**src/rtl/mul_sched_pkg.sv**
```systemverilog
// Shared definitions for the multiplier round-robin scheduler: pipeline depth,
// id sizing and the tag that travels alongside each in-flight product.
package mul_sched_pkg;

  localparam int MUL_LATENCY = 3;
  localparam int MAX_REQ     = 16;
  localparam int TAG_ID_W    = $clog2(MAX_REQ);

  typedef struct packed {
    logic                valid;
    logic [TAG_ID_W-1:0] id;
  } tag_t;

  function automatic int id_width(input int num_req);
    return (num_req < 2) ? 1 : $clog2(num_req);
  endfunction

endpackage

```
**src/rtl/rr_arbiter.sv**
```systemverilog
// Combinational round-robin arbiter: picks the first active request at or after
// ptr, wrapping, and returns it both one-hot and as an index.
module rr_arbiter
  import mul_sched_pkg::*;
#(
  parameter int NUM_REQ = 4,
  parameter int ID_W    = id_width(NUM_REQ)
) (
  input  logic [NUM_REQ-1:0] req,
  input  logic [ID_W-1:0]    ptr,
  input  logic               hold,
  input  logic               rst,
  output logic [NUM_REQ-1:0] grant,
  output logic [ID_W-1:0]    grant_idx
);

  logic            found;
  logic [ID_W-1:0] sel;

  always_comb begin
    grant     = '0;
    grant_idx = '0;
    found     = 1'b0;
    sel       = '0;
    if (!hold && !rst) begin
      for (int off = 0; off < NUM_REQ; off++) begin
        sel = ID_W'((int'(ptr) + off) % NUM_REQ);
        if (!found && req[sel]) begin
          found      = 1'b1;
          grant[sel] = 1'b1;
          grant_idx  = sel;
        end
      end
    end
  end

endmodule

```
**src/rtl/mul_rr_scheduler.sv**
```systemverilog
// Shares one external pipelined multiplier among NUM_REQ requesters; a tag
// pipeline matched to the multiplier depth routes each product back to its owner.
module mul_rr_scheduler
  import mul_sched_pkg::*;
#(
  parameter int WIDTH   = 32,
  parameter int NUM_REQ = 4,
  parameter int LATENCY = MUL_LATENCY
) (
  input  logic                       clk,
  input  logic                       rst,
  input  logic                       hold,
  input  logic [NUM_REQ-1:0]         req_valid,
  output logic [NUM_REQ-1:0]         req_ready,
  input  logic [NUM_REQ*WIDTH-1:0]   req_a,
  input  logic [NUM_REQ*WIDTH-1:0]   req_b,
  output logic                       mul_rst_n,
  output logic                       mul_valid_in,
  output logic [WIDTH-1:0]           mul_a,
  output logic [WIDTH-1:0]           mul_b,
  input  logic                       mul_valid_out,
  input  logic [2*WIDTH-1:0]         mul_p,
  output logic [NUM_REQ-1:0]         rsp_valid,
  output logic [$clog2(NUM_REQ)-1:0] rsp_id,
  output logic [2*WIDTH-1:0]         rsp_p,
  output logic                       busy,
  output logic                       err
);

  localparam int ID_W = id_width(NUM_REQ);

  logic [NUM_REQ-1:0] grant;
  logic [ID_W-1:0]    grant_idx;
  logic [ID_W-1:0]    ptr;
  tag_t               tags [LATENCY];
  tag_t               tail;

  rr_arbiter #(
    .NUM_REQ (NUM_REQ),
    .ID_W    (ID_W)
  ) u_arb (
    .req       (req_valid),
    .ptr       (ptr),
    .hold      (hold),
    .rst       (rst),
    .grant     (grant),
    .grant_idx (grant_idx)
  );

  assign req_ready    = grant;
  assign mul_valid_in = |grant;
  assign mul_rst_n    = ~rst;
  assign mul_a        = mul_valid_in ? req_a[int'(grant_idx)*WIDTH +: WIDTH] : '0;
  assign mul_b        = mul_valid_in ? req_b[int'(grant_idx)*WIDTH +: WIDTH] : '0;
  assign tail         = tags[LATENCY-1];

  // A tail tag and the multiplier's valid must agree; any disagreement is
  // latched as an error and suppresses the response for that cycle.
  always_ff @(posedge clk) begin
    if (rst) begin
      ptr       <= '0;
      rsp_valid <= '0;
      rsp_id    <= '0;
      rsp_p     <= '0;
      err       <= 1'b0;
      for (int i = 0; i < LATENCY; i++) tags[i] <= '0;
    end else begin
      tags[0] <= '{valid: mul_valid_in, id: TAG_ID_W'(grant_idx)};
      for (int i = 1; i < LATENCY; i++) tags[i] <= tags[i-1];
      if (mul_valid_in)
        ptr <= (grant_idx == ID_W'(NUM_REQ - 1)) ? '0 : grant_idx + 1'b1;
      for (int i = 0; i < NUM_REQ; i++)
        rsp_valid[i] <= tail.valid && mul_valid_out && (tail.id == TAG_ID_W'(i));
      if (tail.valid && mul_valid_out) begin
        rsp_id <= ID_W'(tail.id);
        rsp_p  <= mul_p;
      end
      if (tail.valid != mul_valid_out) err <= 1'b1;
    end
  end

  always_comb begin
    busy = |rsp_valid;
    for (int i = 0; i < LATENCY; i++) busy = busy | tags[i].valid;
  end

endmodule

```
**config.mk**
```make
export PLATFORM = sky130hd
export DESIGN_NAME = mul_rr_scheduler
export DESIGN_NICKNAME = d
export VERILOG_FILES = /design/src/rtl/mul_sched_pkg.sv /design/src/rtl/rr_arbiter.sv /design/src/rtl/mul_rr_scheduler.sv
export SDC_FILE = /design/constraint.sdc
export NUM_CORES = 1
export LEC_CHECK = 0
export ABC_AREA = 1
export BUFFER_PORTS_ARGS = -buffer_cell sky130_fd_sc_hd__buf_2
export CORE_AREA = 2 2 184 186
export CTS_CLUSTER_DIAMETER = 60
export CTS_CLUSTER_SIZE = 12
export DETAILED_ROUTE_END_ITERATION = 10
export DIE_AREA = 0 0 186 188
export GPL_ROUTABILITY_DRIVEN = 0
export MAX_ROUTING_LAYER = met4
export PLACE_DENSITY = 0.48
export RECOVER_POWER = 25
export SLEW_MARGIN = 30
export SYNTH_ARGS = -nofsm -noshare
export SYNTH_HDL_FRONTEND = slang
export SYNTH_SLANG_ARGS = --single-unit
```
**constraint.sdc**
```tcl
create_clock -name clk -period 3.5 [get_ports clk]
set_input_delay 0.7 -clock clk [delete_from_list [all_inputs] [get_ports clk]]
set_output_delay 0.7 -clock clk [all_outputs]
set_load 0.005 [all_outputs]
```
* Word level (Yosys, flattened, before mapping)
Memories as Yosys holds them, arrays and structs flattened.
Cells that the tools add are included.
** Cells by class
- $add $sub $neg :: 4
- Bitwise logic cells :: 10
- Shift-type cells :: 2
- Reductions and logical operators :: 21
- Order comparisons :: 8
- Divide/modulo/power cells :: 0
- Equal/unequal tests :: 5
- Multipliers :: 0
- Muxes and demuxes :: 44
** Operators with widths (number)
- indexed part select 128 x 8 -> 32 bit :: 2
- 2-to-1 mux 32 bit :: 2
- 2-to-1 mux 4 bit :: 8
- 2-to-1 mux 1 bit :: 17
- 2-to-1 mux 5 bit :: 3
- logical AND 1 bit :: 13
- < comparator 2 x 3 -> 1 bit (second input constant) :: 4
- 2-to-1 mux 2 bit :: 6
- OR 4 bit :: 3
- binary-select mux 1 bit (select 2 bit) :: 4
- demux 1 bit (select 2 bit) :: 4
- equality test 4 x 2 -> 1 bit (second input constant) :: 2
- greater-or-equal comparator 2 x 1 -> 1 bit (second input constant) :: 4
- OR reduction 4 bit :: 2
- OR 1 bit :: 6
- zero test 1 bit :: 5
- adder 2 x 1 -> 2 bit (second input constant) :: 2
- adder 2 bit (second input constant) :: 2
- equality test 4 x 1 -> 1 bit (second input constant) :: 1
- zero test 4 bit :: 1
- equality test 2 bit (second input constant) :: 1
- inequality test 1 bit :: 1
- inverter 1 bit :: 1
** Word-level totals
- Bits in read-only memories :: 0
- Logic and storage cells :: 100
- Output and inout port bits :: 142
- Bits in registers :: 73
- Bits in latches :: 0
- Memories kept :: 1
- RAM bits :: 15
- Bits of input ports :: 328
** Memories
- tags :: words 3, width 5, read ports 3, clocked after memory_dff 0, write ports 3, RTL line mul_rr_scheduler.sv:35 : tag_t tags [LATENCY];

* Depth between registers and ports, before layout
- Depth in word-level cells :: 18
- Depth in mapped cells :: 16
- Mapped depth without buffers :: 15

* By module
Synthesis repeated with hierarchy kept, for this count alone.
** Second synthesis, totals
- Cells, all modules :: 1191
- Area total of the unflattened synthesis :: 6418.7 µm²
** Modules (own cells, without submodules)
- mul_rr_scheduler :: instances 1, area each 5899.4 µm², cells an instance 1101
- rr_arbiter :: instances 1, area each 519.2 µm², cells an instance 90

* Worst setup path after synthesis
No wires, ideal clock.
- Path kind :: register to output
- Start :: register ptr[0]
- End :: output mul_a[10]
- Arrival :: 2.256 ns
- Setup slack :: 0.544 ns
- Required time :: 2.800 ns
- Cell stages (with the launch flop) :: 14
- Cell sequence :: dfxtp_1 > inv_2 > ha_1 > inv_1 > nand3_1 > nand2_1 > nor2_1 > a21boi_0 > nand3_1 > nand2_1 > inv_2 > clkbuf_1 > nand3_1 > a21oi_1
** On the way
- Cells in the longest elaborated chain, start to end :: 18
- Elaborated cells on any way between the ends :: 62
- Those cells by class :: add/sub: 3; order compare: 8; shift: 1; mux: 36; bitwise: 3; reduce/logical: 11
** RTL lines
- start, declared :: RTL line mul_rr_scheduler.sv:34 : logic [ID_W-1:0] ptr;
- start signal, assigned :: RTL line mul_rr_scheduler.sv:71 : ptr <= (grant_idx == ID_W'(NUM_REQ - 1)) ? '0 : grant_idx + 1'b1;
- binary-select mux 1 bit (select 2 bit) :: RTL line rr_arbiter.sv:28 : if (!found && req[sel]) begin
- 2-to-1 mux 1 bit (implied by the code) :: RTL line rr_arbiter.sv:28
- 2-to-1 mux 1 bit :: RTL line rr_arbiter.sv:28
- 2-to-1 mux 1 bit :: RTL line rr_arbiter.sv:25 : if (!hold && !rst) begin
- zero test 1 bit :: RTL line rr_arbiter.sv:28
- logical AND 1 bit :: RTL line rr_arbiter.sv:28
- 2-to-1 mux 1 bit :: RTL line rr_arbiter.sv:28
- 2-to-1 mux 1 bit :: RTL line rr_arbiter.sv:25
- [... 2 more ...]
- 2-to-1 mux 1 bit :: RTL line rr_arbiter.sv:28
- 2-to-1 mux 1 bit :: RTL line rr_arbiter.sv:25
- zero test 1 bit :: RTL line rr_arbiter.sv:28
- logical AND 1 bit :: RTL line rr_arbiter.sv:28
- 2-to-1 mux 2 bit or 2-to-1 mux 4 bit (tied branches) :: RTL line rr_arbiter.sv:28
- 2-to-1 mux 2 bit or 2-to-1 mux 4 bit (tied branches) :: RTL line rr_arbiter.sv:25
- indexed part select 128 x 8 -> 32 bit or OR reduction 4 bit (tied branches) :: RTL line mul_rr_scheduler.sv:53, mul_rr_scheduler.sv:51
- 2-to-1 mux 32 bit * :: RTL line mul_rr_scheduler.sv:53 : assign mul_a = mul_valid_in ? req_a[int'(grant_idx)*WIDTH +: WIDTH] : '0;
- end, declared :: RTL line mul_rr_scheduler.sv:19 : output logic [WIDTH-1:0] mul_a,
Mark *: on every way between the ends. The rest lies on a longest branch, timed or not. The select of a mux whose other input is x is not followed.

* Worst setup path after layout
- Start :: register ptr[0]
- End :: output mul_a[1]
The elaborated chain is that of the path after synthesis.

==> results.cfg <==
[floorplanning]
design.die.area_um2 = 35000
initial_cell_density_of_the_core_pct = 20.5
core_box_area_um2 = 33100
placementRows = 67
pin_count = 470
die_w_um = 186
die_h_um = 188

[final_layout]
utilization_pct = 31.9
finish.cell_count_without_fillers = 2125
postLayoutCellArea_um2 = 10600
area_growth_syn_to_layout_pct = 55.6
share_of_final_layout_standard_cells_stronger_than_drive_strength_1_pct = 32.7
final_net_count = 2001

[logic_synthesis]
synth_edf_count = 0
yosysUniqueCellTypes = 22
yosys.cell_count.top_type = sky130_fd_sc_hd__inv_1
mapped_nets = 1552
synth.cells.most_frequent = sky130_fd_sc_hd__inv_1 (281), sky130_fd_sc_hd__nand2_1 (167), sky130_fd_sc_hd__nor2_1 (144), sky130_fd_sc_hd__nand3_1 (141), sky130_fd_sc_hd__nand4_1 (132)
ys_ff_latch = 82
synthDominantAreaCellType = sky130_fd_sc_hd__dfxtp_1
yosys_most_used_dff = sky130_fd_sc_hd__dfxtp_1
postSynthCellCount = 1215
mappedNetlistArea_um2 = 6790
synth_async_sr_flop_share_pct = 0
synth.yosys.warnings = 0
synth.yosys.seq_area_share_pct = 24.2
syn_area_per_cell_um2 = 5.59
yosys.area.top_type_share_pct = 24.2
synth_area_leaders = sky130_fd_sc_hd__dfxtp_1 (24%), sky130_fd_sc_hd__inv_1 (16%), sky130_fd_sc_hd__nand4_1 (12%)

[clocking]
clockRootBuffer = sky130_fd_sc_hd__clkbuf_16
max_h_tree_level = 3
cts.clk_slew.worst_paths_ns = 0.06
clock_insertion_delay_worst_skew_ns = 0.34
numCtsBuffers = 9
tritoncts_clock_tree = done
cts.path.max_buffers = 2
numClockSinks = 82

[sta]
tightest_slew_ns = 1.21
timing.final.max_slew_violations = 0
totalNegativeSetupSlack_ns = 0
hold_violations = 0
slew-limit-headroom_pct = 19.2
fin_hold_ws_ns = 0.404
worst_slack_ns = 0.172
max_clock_freq_mhz = 300
finalCritPeriodShare_pct = 95.1
skew_ns = 0.00826
period_minus_slack_ns = 3.33
report.final.setup_viol = 0

[worst_setup_path]
timing.critical_path.buf_inv = 5
worstReg2RegStart = ptr[0]$_SDFFE_PP0P_
timing.critical_path.max_delay_family = simple AND/OR/NAND/NOR gates
worst-path-max-fanout = 89
worst_setup_startpoint = ptr[0]$_SDFFE_PP0P_
most_frequent_cell_on_critical_path = sky130_fd_sc_hd__nand2_1
critical_path.max_stage_delay_ns = 0.35
crit_type = flop to primary output
end_kind = primary output
cp-start-kind = flop
critical_path.cell_chain = inv_2 -> buf_4 -> nand2_1 -> nand2_1 -> nand2_1 -> nand2_2 -> inv_2 -> a21oi_1 -> nand2_4 -> buf_12 -> nand4_1 -> nand3_1 -> a21oi_1 -> buf_2
cp_data_arrival_time_ns = 2.63
regToRegSetupSlack_ns = 1.24
worst_ep_required_time_ns = 2.80
crit_slowest_cell = sky130_fd_sc_hd__dfxtp_2

[pwr]
clock_share_of_power_pct = 16.0
post-layout-total-power_mw = 6.59
switching_power_mw = 3.09
irDropWorstVdd_uv = 406
p_int_mw = 3.50
power.static_leakage_nw = 6.33
p_comb_share_pct = 68.1
power-per-cell-area_nw_per_um2 = 624
netSwitchingFraction_pct = 46.8
power.share.sequential_pct = 15.9

[routing]
viasPerCell = 4.56
drt-pass1-iter-count = 5
route.vias.total = 9682
drt-total-wl_um = 35400
drt_drc_violations_left = 0
drt.antenna.violating_nets = 0
detailedRoute.firstIterationViolations = 499
drt-wirelength-per-cell_um = 16.7

[run_status]
status = complete, no violations

[global_routing]
grt_pass1_vias = 8913
antenna_found_initial = 7
track_usage_pct = 18.5
grt_max_degree = 90
global_route.overflow_total = 0
first_pass_grt_wire_length_um = 48600

[worst_hold_path]
worst_min_delay_path_startpoint = tags[0][1]$_SDFF_PP0_
timing.hold.worst.class = flop to flop

[placed_design]
dp_hpwl_um = 25500
placed_cells_incl_taps = 2079
placed_cell_area_um2 = 9760
io_buffers = 469
setup_slack_placement_ns = 0.122

[job]
cap_viol_max_count = 0
==> metal layers <==
metal / global-route usage (%) / vias up / part of all wire [%] / wire length (µm)
met4: 6.39 / 0 / 2.7 / 971
met1: 21.0 / 4394 / 40 / 14000
li1: - / 4745 / - / -
met3: 3.40 / 52 / 8.1 / 2860
met5: - / - / 0 / 0
met2: 32.3 / 491 / 50 / 17600
==> timing repair <==
item,in CTS,in global routing
endpoints found under the setup margin,60,65
hold buffers,0,0
buffers inserted,0,14
resized for setup,5,32
pin swaps,0,7
cloned,3,5
==> final timing paths <==
check	endpoint	cells past startpoint
worst min register to register	tags[0][6]$_SDFF_PP0_	2
worst max register to register	ptr[0]$_SDFFE_PP0P_	17
worst min-delay path	tags[0][6]$_SDFF_PP0_	2
worst max-delay path	mul_a[1]	14
==> kinds of logic (layout without fill, tap and decap cells) <==
family                     Yosys count  after routing  synth area share, %
other                                0              8                    0
and+or+nand+nor                    598            598                 41.1
DFF                                 82             82                 24.2
adders and majority gates            9              9                 1.66
buffers and inverters              384            838                 22.4
AOI/OAI and AO/OA                  142            142                 10.6
==> power by group through the flow <==
stage | logic [mW] | clock network [mW] | registers (mW)
after CTS | 3.95 | 1.10 | 1.04
after floorplan | 2.09 | 0 | 1.07
after global routing | 4.86 | 1.13 | 1.05
final | 4.49 | 1.06 | 1.04
after detailed placement | 3.64 | 0 | 1.06
after global placement | 3.67 | 0 | 1.06
==> worst min-delay path, delay by kind of cell, from the launching register on <==
family                 cells  cell delay, ns
buffers and inverters      1            0.04
AND/OR/NAND/NOR            1            0.03
flip-flops                 1            0.30
==> layout make-up <==
cell class,instances,area [µm²]
diodes,8,20.0
clock buffers,11,253
clock inverters,5,86.3
fillers,3746,22500
inverters,284,1070
multi-input cells,749,3760
flip-flops and latches,82,1640
well taps,448,561
repair buffers,538,3170
==> cells in the final DEF, fill, tap and decap left out, drive strengths merged <==
| master | instances |
|---|---|
| diode | 8 |
| nand3 | 144 |
| o21ai | 68 |
| bufinv | 2 |
| nor4 | 3 |
| ha | 9 |
| inv | 284 |
| a21oi | 69 |
| nor2 | 146 |
| nand4 | 132 |
| clkinv | 3 |
| bufbuf | 2 |
| nand2 | 170 |
| nor3 | 3 |
| buf | 492 |
| dfxtp | 82 |
| clkbuf | 55 |
| a21boi | 5 |
==> state kept, by name (all words and copies together) (netlist names) <==
register / count
rsp_valid: 4
rsp_id: 2
err: 1
tags: 9
ptr: 2
rsp_p: 64
Power figures use the tool's default switching activity.
